[config.mk]
export PLATFORM = sky130hd
export DESIGN_NAME = firebird7_in_gate1_tessent_data_mux_ctrl
export DESIGN_NICKNAME = d
export VERILOG_FILES = /design/src/rtl/firebird7_in_gate1_tessent_data_mux_ctrl_pkg.sv /design/src/rtl/firebird7_in_gate1_tessent_data_mux_ctrl_tdr.sv /design/src/rtl/firebird7_in_gate1_tessent_data_mux_ctrl.sv
export SDC_FILE = /design/constraint.sdc
export NUM_CORES = 1
export LEC_CHECK = 0
export CAP_MARGIN = 5
export CELL_PAD_IN_SITES_DETAIL_PLACEMENT = 1
export CELL_PAD_IN_SITES_GLOBAL_PLACEMENT = 1
export CORE_UTILIZATION = 40
export CTS_CLUSTER_SIZE = 8
export DETAILED_ROUTE_END_ITERATION = 7
export PLACE_DENSITY = 0.81
export SKIP_CTS_REPAIR_TIMING = 1
export SLEW_MARGIN = 0
export SYNTH_ARGS = -nofsm -noshare
export SYNTH_HDL_FRONTEND = slang
export SYNTH_HIERARCHICAL = 1
export SYNTH_SLANG_ARGS = --single-unit
[constraint.sdc]
create_clock -name ijtag_tck -period 2.05 [get_ports ijtag_tck]
set_input_delay 0.3075 -clock ijtag_tck [delete_from_list [all_inputs] [get_ports ijtag_tck]]
set_output_delay 0.3075 -clock ijtag_tck [all_outputs]
set_load 0.1 [all_outputs]
[src/rtl/firebird7_in_gate1_tessent_data_mux_ctrl_pkg.sv]
// ---------------------------------------------------------------------------
// firebird7_in_gate1_tessent_data_mux_ctrl_pkg
//   Shared types and field positions for the IJTAG data-mux control TDR.
//   - state_t       : override state machine encoding (2'b11 is unreachable)
//   - sel_req_bit   : shift-register index of the select-request bit
//   - pulse_req_bit : shift-register index of the pulse-request bit
// ---------------------------------------------------------------------------
package firebird7_in_gate1_tessent_data_mux_ctrl_pkg;

  typedef enum logic [1:0] {
    IDLE  = 2'b00,
    HOLD  = 2'b01,
    PULSE = 2'b10
  } state_t;

  // Register layout: [width-1:0] data, [width] sel_req, [width+1] pulse_req.
  function automatic int sel_req_bit(input int width);
    return width;
  endfunction

  function automatic int pulse_req_bit(input int width);
    return width + 1;
  endfunction

endpackage

[src/rtl/firebird7_in_gate1_tessent_data_mux_ctrl_tdr.sv]
// ---------------------------------------------------------------------------
// firebird7_in_gate1_tessent_data_mux_ctrl_tdr
//   Capture/shift/update test data register. Shift register is WIDTH+2 bits.
//   Enable priority: update > capture > shift; all are gated by sel.
// Ports:
//   ijtag_tck, ijtag_reset : clock, async active-low reset
//   sel, ce, se, ue, si    : IJTAG select / capture / shift / update / scan-in
//   capture_val            : value loaded on capture
//   so                     : scan-out (shift register bit 0)
//   sel_req, pulse_req     : request bits presented to the state machine
//   data_q                 : update register (override data)
//   update_en              : qualified update strobe
// ---------------------------------------------------------------------------
module firebird7_in_gate1_tessent_data_mux_ctrl_tdr
  import firebird7_in_gate1_tessent_data_mux_ctrl_pkg::*;
#(
  parameter int WIDTH = 3
) (
  input  logic             ijtag_tck,
  input  logic             ijtag_reset,
  input  logic             sel,
  input  logic             ce,
  input  logic             se,
  input  logic             ue,
  input  logic             si,
  input  logic [WIDTH+1:0] capture_val,
  output logic             so,
  output logic             sel_req,
  output logic             pulse_req,
  output logic [WIDTH-1:0] data_q,
  output logic             update_en
);

  localparam int SEL_BIT   = sel_req_bit(WIDTH);
  localparam int PULSE_BIT = pulse_req_bit(WIDTH);

  logic [WIDTH+1:0] shift_q;
  logic             capture_en;
  logic             shift_en;

  assign update_en  = sel & ue;
  assign capture_en = sel & ce & ~ue;
  assign shift_en   = sel & se & ~ue & ~ce;

  // NOTE: sequential state uses non-blocking assignments so every register
  // samples pre-edge values, independent of process evaluation order.
  always_ff @(posedge ijtag_tck or negedge ijtag_reset) begin
    if (!ijtag_reset) begin
      shift_q <= '0;
    end else if (capture_en) begin
      shift_q <= capture_val;
    end else if (shift_en) begin
      shift_q <= {si, shift_q[WIDTH+1:1]};
    end
  end

  always_ff @(posedge ijtag_tck or negedge ijtag_reset) begin
    if (!ijtag_reset) begin
      data_q <= '0;
    end else if (update_en) begin
      data_q <= shift_q[WIDTH-1:0];
    end
  end

  assign so        = shift_q[0];
  assign sel_req   = shift_q[SEL_BIT];
  assign pulse_req = shift_q[PULSE_BIT];

endmodule

[src/rtl/firebird7_in_gate1_tessent_data_mux_ctrl.sv]
// ---------------------------------------------------------------------------
// firebird7_in_gate1_tessent_data_mux_ctrl
//   IJTAG-controlled override for an external data mux. An update selects
//   IDLE (no override), HOLD (override until next update) or PULSE (override
//   for exactly PULSE_LEN tck cycles). The mux itself lives in the parent.
// Configuration macro:
//   FIREBIRD7_IN_GATE1_DATA_MUX_CTRL_CAPTURE_FUNC_EN
//     defined   : capture observes functional_data_in
//     undefined : capture reads back ijtag_data_out
// Ports:
//   ijtag_tck, ijtag_reset                   : clock, async active-low reset
//   ijtag_sel/ce/se/ue/si, ijtag_so          : IJTAG TDR access
//   functional_data_in [WIDTH]               : functional data for capture
//   ijtag_select                             : mux select toward the data mux
//   ijtag_data_out [WIDTH]                   : override data toward the mux
// ---------------------------------------------------------------------------
module firebird7_in_gate1_tessent_data_mux_ctrl
  import firebird7_in_gate1_tessent_data_mux_ctrl_pkg::*;
#(
  parameter int WIDTH     = 3,
  parameter int PULSE_LEN = 16
) (
  input  logic             ijtag_tck,
  input  logic             ijtag_reset,
  input  logic             ijtag_sel,
  input  logic             ijtag_ce,
  input  logic             ijtag_se,
  input  logic             ijtag_ue,
  input  logic             ijtag_si,
  output logic             ijtag_so,
  input  logic [WIDTH-1:0] functional_data_in,
  output logic             ijtag_select,
  output logic [WIDTH-1:0] ijtag_data_out
);

  localparam int             CNT_W    = $clog2(PULSE_LEN + 1);
  localparam logic [CNT_W-1:0] CNT_LOAD = CNT_W'(PULSE_LEN - 1);

  state_t           state_q, state_d;
  logic [CNT_W-1:0] cnt_q, cnt_d;
  logic             sel_req, pulse_req, update_en;
  logic             pulse_active;
  logic [WIDTH-1:0] capture_data;

`ifdef FIREBIRD7_IN_GATE1_DATA_MUX_CTRL_CAPTURE_FUNC_EN
  assign capture_data = functional_data_in;
`else
  assign capture_data = ijtag_data_out;
  // Functional data is not observed in this build; fold it away explicitly.
  logic unused_functional_data;
  assign unused_functional_data = ^functional_data_in;
`endif

  assign pulse_active = (state_q == PULSE);
  assign ijtag_select = (state_q == HOLD) || (state_q == PULSE);

  firebird7_in_gate1_tessent_data_mux_ctrl_tdr #(
    .WIDTH(WIDTH)
  ) u_tdr (
    .ijtag_tck  (ijtag_tck),
    .ijtag_reset(ijtag_reset),
    .sel        (ijtag_sel),
    .ce         (ijtag_ce),
    .se         (ijtag_se),
    .ue         (ijtag_ue),
    .si         (ijtag_si),
    .capture_val({pulse_active, ijtag_select, capture_data}),
    .so         (ijtag_so),
    .sel_req    (sel_req),
    .pulse_req  (pulse_req),
    .data_q     (ijtag_data_out),
    .update_en  (update_en)
  );

  always_ff @(posedge ijtag_tck or negedge ijtag_reset) begin
    if (!ijtag_reset) begin
      state_q <= IDLE;
      cnt_q   <= '0;
    end else begin
      state_q <= state_d;
      cnt_q   <= cnt_d;
    end
  end

  // NOTE: every always_comb output gets a default first so no path through
  // the block leaves it unassigned, which would infer a latch.
  always_comb begin
    state_d = state_q;
    cnt_d   = cnt_q;
    if (update_en) begin
      // An update wins over a running pulse: restart, hold, or terminate.
      if (!sel_req) begin
        state_d = IDLE;
      end else if (!pulse_req) begin
        state_d = HOLD;
      end else begin
        state_d = PULSE;
        cnt_d   = CNT_LOAD;
      end
    end else begin
      case (state_q)
        IDLE:  state_d = IDLE;
        HOLD:  state_d = HOLD;
        PULSE: begin
          // Counter runs PULSE_LEN-1 .. 0, so select is high PULSE_LEN cycles.
          if (cnt_q == '0) begin
            state_d = IDLE;
          end else begin
            cnt_d = cnt_q - CNT_W'(1);
          end
        end
        default: state_d = IDLE;  // unreachable encoding recovers
      endcase
    end
  end

endmodule

## After elaboration in Yosys (flattened, before gate mapping)

Index checks and enable logic that the tools add are counted.

| cells by class | value |
|---|---|
| $add $sub $neg | 1 |
| multiply operators | 0 |
| div/mod/pow operators | 0 |
| $lt $le $gt $ge | 0 |
| equality and inequality tests | 6 |
| shift operators | 0 |
| mux-type cells | 12 |
| bitwise logic cells | 8 |
| reductions and logical operators | 5 |

Operators with widths:

| cell | number |
|---|---|
| 5-bit two-way mux | 7 |
| 2-bit two-way mux | 4 |
| 1-bit AND | 6 |
| 5-bit logical NOT | 1 |
| 5-bit by 1-bit subtractor with 5-bit output, second input constant | 1 |
| 2-bit inequality test, second input constant | 2 |
| 2-bit one-hot mux with 2 select lines | 1 |
| 4-bit AND reduction | 1 |
| 2-bit nonzero test | 2 |
| 3-bit by 1-bit inequality test with 1-bit output, second input constant | 1 |
| 2-bit by 1-bit == test with 1-bit output, second input constant | 1 |
| 2-bit == test, second input constant | 1 |
| 2-bit by 1-bit inequality test with 1-bit output, second input constant | 1 |
| 1-bit NOT | 2 |
| 1-bit logical OR | 1 |

| word-level totals | value |
|---|---|
| bits in registers | 15 |
| bits in latches | 0 |
| RAM bits | 0 |
| memory bits (read-only) | 0 |
| input port bits | 10 |
| output and inout bits | 5 |
| memories kept | 0 |

## Logic depth before layout (Yosys ltp)

| logic depth | value |
|---|---|
| depth after elaboration | 5 |
| depth in mapped cells | 6 |
| gate-level depth less buffers | 5 |

## Cells and area by module

The synthesis kept the hierarchy.

Modules (own cells, without submodules):

| module | times used | cells each | area each (um^2) | sequential area each (um^2) |
|---|---|---|---|---|
| firebird7_in_gate1_tessent_data_mux_ctrl | 1 | 39 | 414.1 | 175.2 |
| firebird7_in_gate1_tessent_data_mux_ctrl_tdr | 1 | 26 | 409.1 | 200.2 |

## Worst setup path before layout

Ideal clock, no wire load.

| path | value |
|---|---|
| kind | flip-flop to flip-flop |
| start | register state_q[1] |
| end | register u_tdr.shift_q[3] |
| library setup time | 125 ps |
| data arrival time | 1654 ps |
| required time | 1925 ps |
| slack | 271 ps |
| stages on the path, launching flop included | 5 |
| clock period less this slack | 1779 ps |
| path through | dfrtp_1 ha_1 inv_1 mux2_4 mux2_2 |

| on the way | value |
|---|---|
| cells in the longest elaborated chain, start to end | 3 |
| elaborated cells on any way between the ends | 4 |
| those cells by class | eq/ne (2); mux (1); reduce/logical (1) |

Ends and longest elaborated chain:

| what | line | RTL |
|---|---|---|
| from (decl) | firebird7_in_gate1_tessent_data_mux_ctrl.sv:39 | `state_t state_q, state_d;` |
| from (signal assigned) | firebird7_in_gate1_tessent_data_mux_ctrl.sv:80 | `state_q <= state_d;` |
| 2-bit by 1-bit == test with 1-bit output or 2-bit == test (tied branches) | firebird7_in_gate1_tessent_data_mux_ctrl.sv:55 | `assign ijtag_select = (state_q == HOLD) \|\| (state_q == PULSE);` |
| 1-bit logical OR * | firebird7_in_gate1_tessent_data_mux_ctrl.sv:55 |  |
| via ijtag_select | firebird7_in_gate1_tessent_data_mux_ctrl.sv:32 | `output logic ijtag_select,` |
| 5-bit two-way mux * | firebird7_in_gate1_tessent_data_mux_ctrl_tdr.sv:50 | `end else if (capture_en) begin` |
| to (signal assigned) | firebird7_in_gate1_tessent_data_mux_ctrl_tdr.sv:51 | `shift_q <= capture_val;` |
| to (signal assigned) | firebird7_in_gate1_tessent_data_mux_ctrl_tdr.sv:53 | `shift_q <= {si, shift_q[WIDTH+1:1]};` |
| to (decl) | firebird7_in_gate1_tessent_data_mux_ctrl_tdr.sv:37 | `logic [WIDTH+1:0] shift_q;` |

Mark *: on every way through the listed nets, which the timed path passes. The rest lies on a longest branch.
A chain may end at the register's enable or synchronous reset.

## Worst setup path in the final report

| path | value |
|---|---|
| start | register cnt_q[0] |
| end | register cnt_q[3] |

| on the way | value |
|---|---|
| cells in the longest elaborated chain, start to end | 4 |
| elaborated cells on any way between the ends | 7 |
| those cells by class | add/sub (1); eq/ne (1); mux (3); reduce/logical (2) |

Ends and longest elaborated chain:

| what | line | RTL |
|---|---|---|
| from (decl) | firebird7_in_gate1_tessent_data_mux_ctrl.sv:40 | `logic [CNT_W-1:0] cnt_q, cnt_d;` |
| from (signal assigned) | firebird7_in_gate1_tessent_data_mux_ctrl.sv:81 | `cnt_q <= cnt_d;` |
| 5-bit by 1-bit subtractor with 5-bit output | firebird7_in_gate1_tessent_data_mux_ctrl.sv:109 | `cnt_d = cnt_q - CNT_W'(1);` |
| 5-bit two-way mux | firebird7_in_gate1_tessent_data_mux_ctrl.sv:106 | `if (cnt_q == '0) begin` |
| 5-bit two-way mux | firebird7_in_gate1_tessent_data_mux_ctrl.sv:101 | `case (state_q)` |
| 5-bit two-way mux | firebird7_in_gate1_tessent_data_mux_ctrl.sv:90 | `if (update_en) begin` |

Several ways; a longest one is shown, not always the timed one. The select of a mux whose other input is x is not followed.

==> report_table.html <==
<table>
<tr><th>Metric</th><th>Value</th></tr>
<tr><th colspan="2">Logic synthesis</th></tr>
<tr><td>Synth unique cells</td><td>23</td></tr>
<tr><td>Synth warn</td><td>6</td></tr>
<tr><td>Netlist area before placement</td><td>823 um^2</td></tr>
<tr><td>Most area-consuming cells after synthesis</td><td>sky130_fd_sc_hd__dfrtp_1 46%, sky130_fd_sc_hd__mux2_2 11%, sky130_fd_sc_hd__mux2_4 9.1%</td></tr>
<tr><td>Total of flip-flops plus latches after synthesis</td><td>15</td></tr>
<tr><td>Average cell area after synthesis</td><td>12.7 um^2</td></tr>
<tr><td>Cell accounting for the most synthesized area</td><td>sky130_fd_sc_hd__dfrtp_1</td></tr>
<tr><td>Part of the Yosys area used for sequential elements</td><td>0.456</td></tr>
<tr><td>Post-synth top area share</td><td>0.456</td></tr>
<tr><td>Post-synthesis net count</td><td>78</td></tr>
<tr><td>Gate Count Post-Synth</td><td>65</td></tr>
<tr><th colspan="2">Die</th></tr>
<tr><td>Total die area</td><td>0.00224 mm^2</td></tr>
<tr><td>Initial core utilization</td><td>0.424</td></tr>
<tr><td>IO Pins</td><td>15</td></tr>
<tr><td>Die X</td><td>47.4 um</td></tr>
<tr><td>Num rows</td><td>16</td></tr>
<tr><td>Core Box Area</td><td>0.00194 mm^2</td></tr>
<tr><td>Height of the die</td><td>47.4 um</td></tr>
<tr><th colspan="2">Finish</th></tr>
<tr><td>Proportion of layout cells with a drive suffix above 1</td><td>0.329</td></tr>
<tr><td>Final nets</td><td>93</td></tr>
<tr><td>Most common library cell in the layout ignoring fill and taps</td><td>sky130_fd_sc_hd__dfrtp_1</td></tr>
<tr><td>Fillcell total</td><td>217</td></tr>
<tr><td>Antenna diode instance count</td><td>0</td></tr>
<tr><td>Layout Area Growth over Synthesis</td><td>18.8%</td></tr>
<tr><td>Final Core Density</td><td>0.504</td></tr>
<tr><td>Multi-input gate area in the final layout</td><td>395 um^2</td></tr>
<tr><td>Sequential standard cell area</td><td>375 um^2</td></tr>
<tr><td>Highest-count cells in the layout ignoring fill and taps</td><td>15 x sky130_fd_sc_hd__dfrtp_1, 8 x sky130_fd_sc_hd__inv_1, 8 x sky130_fd_sc_hd__mux2_2</td></tr>
<tr><th colspan="2">Worst setup path</th></tr>
<tr><td>R2R Setup Slk</td><td>250 ps</td></tr>
<tr><td>CP Data Arrival Time</td><td>1970 ps</td></tr>
<tr><td>Peak fanout along the critical path</td><td>5</td></tr>
<tr><td>Launching element type of the critical path</td><td>flop</td></tr>
<tr><td>Classification of the worst setup path</td><td>flop to flop</td></tr>
<tr><td>Critical Path End Type</td><td>flop</td></tr>
<tr><td>Critical Path RT</td><td>2220 ps</td></tr>
<tr><th colspan="2">Place</th></tr>
<tr><td>Worst Setup Slack post-DPL</td><td>230 ps</td></tr>
<tr><td>PortBufs</td><td>11</td></tr>
<tr><td>Global placement routability congestion</td><td>0.669</td></tr>
<tr><td>HPWL after detailed placement</td><td>1170 um</td></tr>
<tr><th colspan="2">STA</th></tr>
<tr><td>Unrepaired setup endpoints after global routing</td><td>no</td></tr>
<tr><td>Final worst path period share</td><td>0.879</td></tr>
<tr><td>Max-slew violation total from the final report</td><td>0</td></tr>
<tr><td>Slew at the pin with the worst max-slew slack</td><td>673 ps</td></tr>
<tr><td>Setup TNS Final</td><td>0 ps</td></tr>
<tr><td>Headroom to the max-slew limit</td><td>0.550</td></tr>
<tr><td>Setup violations, final</td><td>0</td></tr>
<tr><td>Minimum period implied by the final worst setup slack</td><td>1800 ps</td></tr>
<tr><td>Final Hold Vio Count</td><td>0</td></tr>
<tr><td>Fmax</td><td>555 MHz</td></tr>
<tr><td>Worst clock skew on the final layout</td><td>1.55 ps</td></tr>
<tr><td>Worst Slack Setup Final</td><td>248 ps</td></tr>
<tr><th colspan="2">Clocking</th></tr>
<tr><td>CTS tree</td><td>yes</td></tr>
<tr><td>Buffers from clock root to sink, at most</td><td>2</td></tr>
<tr><td>Clock net sink count</td><td>15</td></tr>
<tr><td>CTS Root Cell</td><td>sky130_fd_sc_hd__clkbuf_4</td></tr>
<tr><td>Num CTS Buffers</td><td>3</td></tr>
<tr><td>Level count of the clock H-tree</td><td>1</td></tr>
<tr><td>Clock latency of the later-clocked register in the worst-skew pair</td><td>280 ps</td></tr>
<tr><td>Reg clk slew, reported paths</td><td>80 ps</td></tr>
<tr><th colspan="2">Run</th></tr>
<tr><td>Max-capacitance violation count</td><td>0</td></tr>
<tr><th colspan="2">Drt</th></tr>
<tr><td>Top routing layer in use</td><td>met4</td></tr>
<tr><td>DRC violation total after the first TritonRoute iteration</td><td>0</td></tr>
<tr><td>Wire length reported by the detailed router</td><td>1500 um</td></tr>
<tr><td>Drt drc</td><td>0</td></tr>
<tr><td>Vias per inst</td><td>5.22</td></tr>
<tr><td>Pre-Repair DR Iteration Count</td><td>1</td></tr>
<tr><td>Via count</td><td>553</td></tr>
<tr><td>Length of routed met3 wiring</td><td>23 um</td></tr>
<tr><td>WL met2</td><td>784 um</td></tr>
<tr><td>Met1 wire length</td><td>649 um</td></tr>
<tr><td>Antenna Violating Nets Remaining</td><td>0</td></tr>
<tr><td>Average wire length per cell after detail routing</td><td>14.1 um</td></tr>
<tr><th colspan="2">Min path</th></tr>
<tr><td>Class of the tightest hold or removal check</td><td>input pin to async pin</td></tr>
<tr><th colspan="2">Power and ir drop</th></tr>
<tr><td>Peak supply drop</td><td>0.000770 V</td></tr>
<tr><td>Leakage</td><td>0.000494 uW</td></tr>
<tr><td>Pwr dens</td><td>1330 mW/mm^2</td></tr>
<tr><th colspan="2">Status</th></tr>
<tr><td>Status</td><td>complete, no violations</td></tr>
<tr><th colspan="2">Global routing</th></tr>
<tr><td>Initial antenna violation count</td><td>0</td></tr>
<tr><td>Global-route usage over all layers</td><td>0.164</td></tr>
<tr><td>Pin count of the biggest net entering global routing</td><td>16</td></tr>
<tr><td>Residual overflow from global routing</td><td>0</td></tr>
<tr><td>Number of global-route vias before repair</td><td>545</td></tr>
<tr><td>Global-route wire length before repair</td><td>2430 um</td></tr>
</table>
where the power goes:
part	internal, uW	switching, uW	total, uW
clock network	75.5	90.1	166
registers	403	91.7	494
logic	237	404	641
total	715	586	1300
through the flow:
stage                     instances  hold WS (ps)  cell area (um^2)  power, uW
after floorplan                  65          11.9               823        976
after CTS                       106           451               978       1320
after global routing            106           485               978       1390
after detailed placement        102           515               952       1150
final                           106           433               978       1300
after global placement          102           499               952       1120
layout make-up:
class,count,share of cell area
clock buffer,4,0.0269
inverter,8,0.0307
multi-input combinational,40,0.404
sequential,15,0.384
tap,27,0.0345
timing repair buffer,12,0.120
critical path: stages (launching register included):
cell and delay [ps]:
sky130_fd_sc_hd__dfrtp_1 420, sky130_fd_sc_hd__inv_1 70, sky130_fd_sc_hd__ha_1 150, sky130_fd_sc_hd__or4b_1 460, sky130_fd_sc_hd__and3b_1 290, sky130_fd_sc_hd__o311a_1 310
final timing paths:
kind,start,end,cells past startpoint
setup / recovery,cnt_q[0]$_DFFE_PN0P_,cnt_q[3]$_DFFE_PN0P_,5
hold / removal,ijtag_reset,cnt_q[1]$_DFFE_PN0P_,1
min in group ijtag_tck,cnt_q[0]$_DFFE_PN0P_,cnt_q[0]$_DFFE_PN0P_,1
hold reg to reg,cnt_q[0]$_DFFE_PN0P_,cnt_q[0]$_DFFE_PN0P_,1
setup reg to reg,cnt_q[0]$_DFFE_PN0P_,cnt_q[3]$_DFFE_PN0P_,5
max in group asynchronous,ijtag_reset,u_tdr/data_q[0]$_DFFE_PN0P_,1
synthesized netlist by cell type:
cell                       instances
sky130_fd_sc_hd__a21oi_1           1
sky130_fd_sc_hd__a311o_2           1
sky130_fd_sc_hd__and3_1            1
sky130_fd_sc_hd__mux2i_1           4
sky130_fd_sc_hd__or2_2             1
sky130_fd_sc_hd__a21o_2            1
sky130_fd_sc_hd__nand4b_1          1
sky130_fd_sc_hd__inv_1             8
sky130_fd_sc_hd__mux2_2            8
sky130_fd_sc_hd__o211ai_4          1
sky130_fd_sc_hd__mux2_4            5
sky130_fd_sc_hd__nor3_1            1
sky130_fd_sc_hd__and3b_1           2
sky130_fd_sc_hd__o311a_1           1
sky130_fd_sc_hd__and2_1            1
sky130_fd_sc_hd__or4b_1            1
sky130_fd_sc_hd__buf_6             2
sky130_fd_sc_hd__ha_1              3
sky130_fd_sc_hd__nand2_1           1
sky130_fd_sc_hd__dfrtp_1          15
sky130_fd_sc_hd__nor2b_1           1
sky130_fd_sc_hd__a211oi_1          2
sky130_fd_sc_hd__nor2_1            3
routing by layer:
metal / vias to the layer above / GRT usage
met5: - / 0
met4: 0 / 0.103
met3: 4 / 0.0231
met2: 6 / 0.258
met1: 283 / 0.211
li1: 260 / -
logic make-up after synthesis:
logic type / Yosys count / synth area share
AOI/OAI and AO/OA: 7 / 0.0866
adders and majority gates: 3 / 0.0456
buffers and inverters: 10 / 0.0638
DFF: 15 / 0.456
muxes: 17 / 0.249
and+or+nand+nor: 13 / 0.0988
flip-flops by register name, summed over array words and instances (netlist names):
name           cells
cnt_q              5
u_tdr/shift_q      5
u_tdr/data_q       3
state_q            2
(Power assumes the default switching activity.)
